--- config.mk ---
export PLATFORM = sky130hd
export DESIGN_NAME = dcache_controller
export DESIGN_NICKNAME = d
export VERILOG_FILES = /design/src/rtl/dcache_controller.sv
export SDC_FILE = /design/constraint.sdc
export NUM_CORES = 2
export LEC_CHECK = 0
export CORE_MARGIN = 3
export CORE_UTILIZATION = 45
export CTS_BUF_LIST = sky130_fd_sc_hd__clkbuf_4 sky130_fd_sc_hd__clkbuf_8 sky130_fd_sc_hd__clkbuf_16
export DETAILED_ROUTE_END_ITERATION = 12
export PLACE_DENSITY_LB_ADDON = 0.08
export REMOVE_ABC_BUFFERS = 1
export SETUP_SLACK_MARGIN = 0.1
export SYNTH_ARGS = -nofsm -noshare
export SYNTH_HDL_FRONTEND = slang
export SYNTH_SLANG_ARGS = --single-unit
--- constraint.sdc ---
create_clock -name clk_i -period 10.54 [get_ports clk_i]
set_input_delay 1.581 -clock clk_i [delete_from_list [all_inputs] [get_ports clk_i]]
set_output_delay 1.581 -clock clk_i [all_outputs]
set_load 0.05 [all_outputs]
--- src/rtl/dcache_controller.sv ---
// ---------------------------------------------------------------------------
// dcache_controller
//
// Direct-mapped, write-back, write-allocate data cache for the MEM stage.
// A hit completes in the access cycle. A miss raises cpu_stall_o in the same
// cycle. The FSM then writes the victim line back if it is dirty, refills the
// line from backing memory, and returns to IDLE. In IDLE the held request
// hits and completes.
//
// Optional feature: define DCACHE_STATS_EN to build saturating 32-bit
// hit/miss counters. Without it, hit_cnt_o and miss_cnt_o are tied to zero.
//
// Ports
//   clk_i        clock, rising edge
//   rst_i        asynchronous reset, active-low
//   cpu_req_i    MEM-stage access valid
//   cpu_we_i     1 = store word, 0 = load word
//   cpu_addr_i   byte address: [3:2] word, [3+IDX_W:4] index, rest tag
//   cpu_wdata_i  store data
//   cpu_rdata_o  load data (indexed word, meaningful on a load hit)
//   cpu_stall_o  pipeline freeze
//   mem_req_o    backing-memory request
//   mem_we_o     1 = line write-back, 0 = line fetch
//   mem_addr_o   line-aligned address
//   mem_wdata_o  evicted line, word 0 in [31:0]
//   mem_rdata_i  refill line, sampled on mem_ack_i
//   mem_ack_i    one-cycle completion pulse
//   hit_cnt_o    hit counter  (DCACHE_STATS_EN)
//   miss_cnt_o   miss counter (DCACHE_STATS_EN)
// ---------------------------------------------------------------------------
module dcache_controller #(
  parameter int LINES  = 16,
  parameter int LINE_W = 128
) (
  input  logic              clk_i,
  input  logic              rst_i,
  input  logic              cpu_req_i,
  input  logic              cpu_we_i,
  input  logic [31:0]       cpu_addr_i,
  input  logic [31:0]       cpu_wdata_i,
  output logic [31:0]       cpu_rdata_o,
  output logic              cpu_stall_o,
  output logic              mem_req_o,
  output logic              mem_we_o,
  output logic [31:0]       mem_addr_o,
  output logic [LINE_W-1:0] mem_wdata_o,
  input  logic [LINE_W-1:0] mem_rdata_i,
  input  logic              mem_ack_i,
  output logic [31:0]       hit_cnt_o,
  output logic [31:0]       miss_cnt_o
);

  localparam int IDX_W = $clog2(LINES);
  localparam int TAG_W = 32 - 4 - IDX_W;

  typedef enum logic [1:0] {
    IDLE      = 2'd0,
    WRITEBACK = 2'd1,
    ALLOCATE  = 2'd2
  } state_e;

  // Control state
  state_e           state_q,    state_d;
  logic             mem_req_q,  mem_req_d;
  logic             mem_we_q,   mem_we_d;
  logic [31:0]      mem_addr_q, mem_addr_d;
  logic [IDX_W-1:0] miss_idx_q, miss_idx_d;
  logic [TAG_W-1:0] miss_tag_q, miss_tag_d;
  logic [LINES-1:0] valid_q,    valid_d;
  logic [LINES-1:0] dirty_q,    dirty_d;

  // Storage arrays
  logic [TAG_W-1:0]  tag_q  [LINES];
  logic [LINE_W-1:0] data_q [LINES];

  // Single write port into the storage arrays
  logic              line_we;
  logic              tag_we;
  logic [IDX_W-1:0]  line_idx;
  logic [LINE_W-1:0] line_wdata;
  logic [LINE_W-1:0] merged_line;

  // Address decode
  logic [IDX_W-1:0] req_idx;
  logic [TAG_W-1:0] req_tag;
  logic [1:0]       req_off;
  logic             hit;
  logic             in_idle;
  logic             unused_addr_bits;

  assign req_off          = cpu_addr_i[3:2];
  assign req_idx          = cpu_addr_i[3+IDX_W:4];
  assign req_tag          = cpu_addr_i[31:4+IDX_W];
  assign unused_addr_bits = ^cpu_addr_i[1:0];

  assign hit     = valid_q[req_idx] && (tag_q[req_idx] == req_tag);
  assign in_idle = (state_q == IDLE);

  // A miss stalls in the cycle it is detected, before the FSM leaves IDLE.
  assign cpu_stall_o = !in_idle || (cpu_req_i && !hit);
  assign cpu_rdata_o = data_q[req_idx][{req_off, 5'b0} +: 32];
  assign mem_req_o   = mem_req_q;
  assign mem_we_o    = mem_we_q;
  assign mem_addr_o  = mem_addr_q;
  // The victim line is not rewritten during WRITEBACK, so it stays stable.
  assign mem_wdata_o = data_q[miss_idx_q];

  always_comb begin
    // NOTE: every signal assigned here gets a default first, so no path leaves
    // a value unassigned and no latch is inferred.
    state_d     = state_q;
    mem_req_d   = mem_req_q;
    mem_we_d    = mem_we_q;
    mem_addr_d  = mem_addr_q;
    miss_idx_d  = miss_idx_q;
    miss_tag_d  = miss_tag_q;
    valid_d     = valid_q;
    dirty_d     = dirty_q;
    line_we     = 1'b0;
    tag_we      = 1'b0;
    line_idx    = req_idx;
    merged_line = data_q[req_idx];
    merged_line[{req_off, 5'b0} +: 32] = cpu_wdata_i;
    line_wdata  = merged_line;

    case (state_q)
      IDLE: begin
        if (cpu_req_i) begin
          if (hit) begin
            if (cpu_we_i) begin
              line_we          = 1'b1;
              dirty_d[req_idx] = 1'b1;
            end
          end else begin
            // Capture the missing line's tag and index. The request itself
            // is re-read when the FSM returns to IDLE.
            miss_idx_d = req_idx;
            miss_tag_d = req_tag;
            mem_req_d  = 1'b1;
            if (valid_q[req_idx] && dirty_q[req_idx]) begin
              state_d    = WRITEBACK;
              mem_we_d   = 1'b1;
              mem_addr_d = {tag_q[req_idx], req_idx, 4'b0};
            end else begin
              state_d    = ALLOCATE;
              mem_we_d   = 1'b0;
              mem_addr_d = {req_tag, req_idx, 4'b0};
            end
          end
        end
      end

      WRITEBACK: begin
        // The request stays asserted and switches straight to the fetch.
        if (mem_ack_i) begin
          state_d    = ALLOCATE;
          mem_we_d   = 1'b0;
          mem_addr_d = {miss_tag_q, miss_idx_q, 4'b0};
        end
      end

      ALLOCATE: begin
        // The line is installed even if cpu_req_i was dropped (flush).
        if (mem_ack_i) begin
          state_d             = IDLE;
          mem_req_d           = 1'b0;
          line_we             = 1'b1;
          tag_we              = 1'b1;
          line_idx            = miss_idx_q;
          line_wdata          = mem_rdata_i;
          valid_d[miss_idx_q] = 1'b1;
          dirty_d[miss_idx_q] = 1'b0;
        end
      end

      default: state_d = IDLE;
    endcase
  end

  // NOTE: sequential state uses non-blocking assignments only, so every flop
  // samples its pre-edge value regardless of block ordering.
  always_ff @(posedge clk_i or negedge rst_i) begin
    if (!rst_i) begin
      state_q    <= IDLE;
      mem_req_q  <= 1'b0;
      mem_we_q   <= 1'b0;
      mem_addr_q <= '0;
      miss_idx_q <= '0;
      miss_tag_q <= '0;
      valid_q    <= '0;
      dirty_q    <= '0;
    end else begin
      state_q    <= state_d;
      mem_req_q  <= mem_req_d;
      mem_we_q   <= mem_we_d;
      mem_addr_q <= mem_addr_d;
      miss_idx_q <= miss_idx_d;
      miss_tag_q <= miss_tag_d;
      valid_q    <= valid_d;
      dirty_q    <= dirty_d;
    end
  end

  // NOTE: the tag/data arrays are deliberately not reset. The cleared valid
  // bits already make their contents unobservable, and leaving out the reset
  // lets the arrays map onto plain RAM.
  always_ff @(posedge clk_i) begin
    if (line_we) data_q[line_idx] <= line_wdata;
    if (tag_we)  tag_q[line_idx]  <= miss_tag_q;
  end

`ifdef DCACHE_STATS_EN
  logic [31:0] hit_cnt_q,  hit_cnt_d;
  logic [31:0] miss_cnt_q, miss_cnt_d;
  logic        hit_access;
  logic        miss_access;

  // The completion cycle after a refill is an IDLE hit and is counted as one.
  assign hit_access  = in_idle && cpu_req_i && hit;
  assign miss_access = in_idle && cpu_req_i && !hit;

  always_comb begin
    hit_cnt_d  = hit_cnt_q;
    miss_cnt_d = miss_cnt_q;
    if (hit_access  && (hit_cnt_q  != '1)) hit_cnt_d  = hit_cnt_q  + 32'd1;
    if (miss_access && (miss_cnt_q != '1)) miss_cnt_d = miss_cnt_q + 32'd1;
  end

  always_ff @(posedge clk_i or negedge rst_i) begin
    if (!rst_i) begin
      hit_cnt_q  <= '0;
      miss_cnt_q <= '0;
    end else begin
      hit_cnt_q  <= hit_cnt_d;
      miss_cnt_q <= miss_cnt_d;
    end
  end

  assign hit_cnt_o  = hit_cnt_q;
  assign miss_cnt_o = miss_cnt_q;
`else
  assign hit_cnt_o  = 32'd0;
  assign miss_cnt_o = 32'd0;
`endif

endmodule

Word level (Yosys, flattened, before mapping)
Memory sizes are Yosys's and may differ from the RTL's. Cells that the tools add are included.

Register bits: 96. Latch bits: 0. Memory bits (writable): 2432. Memory bits (read-only): 0. Output and inout port bits: 259. Memories kept: 2.

Memory list: data_q (words 16, width 128, rd ports 2, clocked after memory_dff 0, wr ports 1, line 74) `logic [LINE_W-1:0] data_q [LINES];`; tag_q (words 16, width 24, rd ports 1, clocked after memory_dff 0, wr ports 1, line 73) `logic [TAG_W-1:0] tag_q [LINES];`.

$add $sub $neg: 1. Multiply operators: 0. Divide/modulo/power cells: 0. $lt $le $gt $ge: 4. Equality and inequality tests: 9. Shifts and indexed selects: 3. Multiplexer cells: 47. Bitwise logic cells: 5. Reductions and logical operators: 17.

Operator list (number): $mux W128 (2); $bwmux W128 (1); $mux W32 (4); $shift A32 B9 Y128 const A (1); $shiftx A128 B8 Y32 (1); $shiftx A32 B9 Y128 (1); $mux W16 (4); $pmux W32 S2 (1); $or A16 B16 Y16 (2); $pmux W16 S2 (1); $eq A24 B24 Y1 (1); $mux W1 (19); $and A16 B16 Y16 (1); $not A16 Y16 (1); $ne A2 B2 Y1 const B (6); $reduce_and A4 Y1 (3); $lt A4 B5 Y1 const B (2); $mux W2 (5); $neg A7 Y9 (1); $bmux W1 S4 (2); $demux W1 S4 (2); $ge A4 B1 Y1 const B (2); $mux W4 (2); $pmux W1 S2 (3); 12 further kinds (18).

Longest topological paths before layout
Word-level depth: 9. Gate-level depth with buffers: 16. Gate-level depth less buffers: 8.

Least setup slack after synthesis
No wires, ideal clock.

Path kind: input-to-reg. Start point: input port cpu_addr_i[5]. End point: memory data_q[12][0], enable pin. Library setup time: 0.657 ns. Data arrival time: 10.140 ns. Required time: 9.883 ns. Setup slack: -0.256 ns. Cell stages on the path: 10. Path through: buf_2 -> buf_2 -> mux4_2 -> mux2i_1 -> xnor2_1 -> a2111oi_0 -> a41oi_1 -> nor3_4 -> nand4_1 -> a21oi_1.

Cells in the longest elaborated chain, start to end: 8. Elaborated cells between the ends (all ways): 12. Classes of those cells: eq/ne: 1; mux: 9; reduce/logical: 1; memory: 1.

Ends and longest elaborated chain: start: declaration (line 39) `input logic [31:0] cpu_addr_i,`; $mem_v2 Z16 W24 or $bmux W1 S4 (tied branches); $eq A24 B24 Y1 or $mux W1 (tied branches) (line 96) `assign hit = valid_q[req_idx] && (tag_q[req_idx] == req_tag);`; $logic_and A1 B1 Y1 (line 96); $mux W1 (line 129) `if (hit) begin`; $mux W1 (line 128) `if (cpu_req_i) begin`; $pmux W1 S2 (line 126) `case (state_q)`; $mux W1 (line 208) `if (line_we) data_q[line_idx] <= line_wdata;`; $mux W1 (not written as such) (line 208); end: declaration (line 74).

Several ways; a longest one is shown, not always the timed one. The select of a mux whose other input is x is not followed.

Worst setup path in the final report
Start point: input port cpu_addr_i[4]. End point: output port cpu_stall_o.

Cells in the longest elaborated chain, start to end: 6. Elaborated cells between the ends (all ways): 8. Classes of those cells: eq/ne: 1; mux: 2; reduce/logical: 4; memory: 1.

Ends and longest elaborated chain: $mem_v2 Z16 W24 or $bmux W1 S4 (tied branches); $eq A24 B24 Y1 or $mux W1 (tied branches) (line 96); $logic_and A1 B1 Y1 * (line 96); $logic_not A1 Y1 * (line 100) `assign cpu_stall_o = !in_idle || (cpu_req_i && !hit);`; $logic_and A1 B1 Y1 * (line 100); $logic_or A1 B1 Y1 * (line 100); end: declaration (line 42) `output logic cpu_stall_o,`.

Every way passes the cells marked *; elsewhere a longest branch is shown, timed or not. The select of a mux whose other input is x is not followed.

==> results.md <==
- Initial DRC count: roughly 7100
- Crit-path cells: buf_8 -> inv_2 -> buf_4 -> mux2i_1 -> a311o_1 -> nor4_1 -> and4b_1 -> nand3_1 -> a211o_1 -> clkdlybuf4s50_1
- Wire per inst: 37.11 um
- Core box area: 255100 um^2
- Clock network power share: a little over a third
- Ys async rst share: about 3.6%
- CP Class: input pin to output pin
- Largest family of logic cells by synthesized area: multiplexers
- Comb power frac: about 23%
- Util after Layout: 52.19%
- Largest net degree at the start of global routing: 130
- Initial antenna violation count: 10
- CTS Buffer Depth: 4
- Gates resized, CTS repair: 0
- Worst-Margin Slew: roughly 1.2 ns
- Final setup vio count: 0
- RR Startpoint: tag_q[7][17]$_DFFE_PP_
- Hold Crit Depth: 1
- Leak pwr: between 40 and 50 nW
- P_int: 20.22 mW
- Status: finished, final reports clean
- Seq pwr share: 42.6%
- Final wirelength: about 350000 um
- CP arrival: a little over 6 ns
- Number of clock sinks: approximately 2500
- Fin crit share: 72.97%
- Sw Share: between 20% and 30%
- Primary FF master, synth: edfxtp_1
- Final Hold Vio Count: 0
- Non-filler cells, final: approximately 9400
- Hold WC Path Type: flop to flop
- Synth top area share: 63.09%
- Switching power: approximately 8 mW
- Post-route ant nets: 0
- Final Max Tran Viols: 0
- Die H: slightly above 500 um
- Global-route wire length before repair: between 400000 and 500000 um
- Hold Buf Count CTS: 0
- DR vias: 62400
- Synth top cells by count: edfxtp_1 (2432), mux4_2 (1398), nor2_1 (331)
- Layout cells sized above 1: about a third
- Number of global-route vias before repair: around 65000
- Post-route cell area: 133100 um^2
- VDD IR-drop max: 0.1722 mV
- PnR Total Power: approximately 28 mW
- Setup TNS: 0 ns
- Routability cong.: just under 0.8
- First-pass DRT Iterations: 5
- Crit path max fanout: 60
- Max_cap viols: 0
- Unique masters post-synth: 67
- Syn avg cell area: 21.33 um^2
- Full die area: 263400 um^2
- Placed instance area: between 100000 and 150000 um^2
- CP Launch Type: input pin
- Root Driver: clkbuf_16
- R2R Setup Slk: 5.15 ns
- Launch point of the worst path: cpu_addr_i[4]
- #FFs+latches synth: around 2500
- Area Growth Syn to Fin: 15.00%
- CP Capture Type: output pin
- Compound-Gate Fraction of Synth Area: under 10%
- Unrepaired setup endpoints after global routing: no
- Post-Syn Instances: roughly 5400
- Power per cell area: roughly 210 nW/um^2
- Yosys top cell by area: edfxtp_1
- Clk_lat worst skew: a little over 0.9 ns
- GRT Total Usage: between 20% and 30%
- Most frequent cell after synthesis: edfxtp_1
- Post-synthesis mux area share: ~29%
- CTS tree: yes
- R2r worst-path depth: 9
- Post-synthesis adder-cell area fraction: less than 1%
- Place WS: ~2.8 ns
- Final setup skew: a little over 0.05 ns
- Clock transition at path regs: 0.06 ns
- Worst hold slack: 0.4650 ns
- Initial core utilization: a little under half
- Hold Startpoint: valid_q[13]$_DFFE_PN0P_
- I/O Buffers: about 390
- Post-synthesis sequential area ratio: about two thirds
- Mapped Area: roughly 120000 um^2
- Post-synth EDFFs: 2432
- # Post-CTS Setup Buffers: 0
- CTS buffer count: a little under 300
- Placed cells: ~8900
- Die width: roughly 510 um
- Remaining Overflow, GRT: 0
- WP data required: 8.96 ns
- # DRC: 0
- Synthesis warning total: 0
- Dominant cells by area after synthesis: edfxtp_1 (63%), mux4_2 (27%), dfrtp_1 (2.0%), nor2_1 (1.1%), a221oi_1 (1.0%)
- Io pins: between 400 and 500
- Via density: roughly 6.6
- Max Clk Rate: 130.0 MHz
- Max stage delay on crit path: between 0.7 and 0.8 ns
- Final net count: 6033
- Simple-gate area share of the yosys netlist: about 1.6%
- Hpwl dp: roughly 190000 um
- Post-route minimum period: 7.691 ns
- XOR/XNOR Fraction of Synth Area: 0.2497%
- Final setup margin: between 2 and 3 ns
- Rel. slew slack: 22.41%
- Rows: 185
- # H-tree levels: 5
- Slowest-stage cell, CP: clkdlybuf4s50_1
[sequential cells by signal, indices dropped and copies added, names as in the netlist]
name and cells:
mem_addr_o 28, miss_idx_q 4, mem_we_o 1, tag_q 384, mem_req_o 1, data_q 2048
dirty_q 16, state_q 2, valid_q 16, miss_tag_q 24
[power groups by stage]
| stage | Clock (mW) | Combinational [mW] | Sequential, mW |
|---|---|---|---|
| 3_3_place_gp | 0 | 6.46 | 12.3 |
| 5_1_grt | 10.5 | 6.70 | 12.1 |
| 2_1_floorplan | 0 | 5.39 | 12.7 |
| 3_5_place_dp | 0 | 6.48 | 12.3 |
| 6_report | 9.89 | 6.41 | 12.1 |
| 4_1_cts | 10.1 | 6.49 | 12.1 |
[layer usage]
layer,GRT usage [%],vias to the layer above,share of wire (%)
met5,0,-,0.0077
met4,6.861,4,2.5
met3,5.293,506,7.7
met2,42.23,2711,49
met1,37.69,34650,41
li1,-,24530,-
[path summary, 6_finish.rpt]
check	to
min reg2reg	valid_q[13]$_DFFE_PN0P_
max in group asynchronous	miss_idx_q[0]$_DFFE_PN0P_
min in group asynchronous	miss_tag_q[14]$_DFFE_PN0P_
max reg2reg	data_q[8][91]$_DFFE_PP_
min	valid_q[13]$_DFFE_PN0P_
max	cpu_stall_o
[cell type report]
class,instances,area (um^2)
clock inverter,118,1006
timing repair buffer,539,5543
multi-input combinational,2449,38640
fill,19950,122000
clock buffer,387,8274
inverter,21,93.84
antenna,4,10.01
sequential,2524,75350
tap,3366,4212
[worst max-delay path: cells and delay by family]
family	cells	cell delay (ns)
buffers and inverters	4	2.01
and+or+nand+nor	3	1.16
AOI/OAI and AO/OA	2	0.84
muxes	1	0.18
[cells by family after synthesis]
kind of cell,Yosys count
flops,2524
mux,1557
buf+inv,521
simple gates,451
compound gates,335
xor+xnor,33
fa+ha+maj,5
other cells,1
[layout by cell type (no fill, tap or decap), types with 15 or more instances in the layout]
master,n
a211oi_1,25
a21oi_4,16
a221oi_1,134
a22oi_1,15
a32o_1,20
buf_12,42
buf_4,115
bufinv_16,17
clkbuf_16,304
clkbuf_4,76
clkdlybuf4s50_1,379
clkinv_1,55
clkinv_2,37
conb_1,68
dfrtp_1,88
edfxtp_1,2432
mux2_2,49
mux2i_1,105
mux4_2,1398
nand2_1,37
nor2_1,314
nor2_4,17
o21ai_0,31
o31ai_1,16
or2_2,16
xnor2_1,18
xor2_1,15
Note: power is estimated with default switching activity, not from simulation.
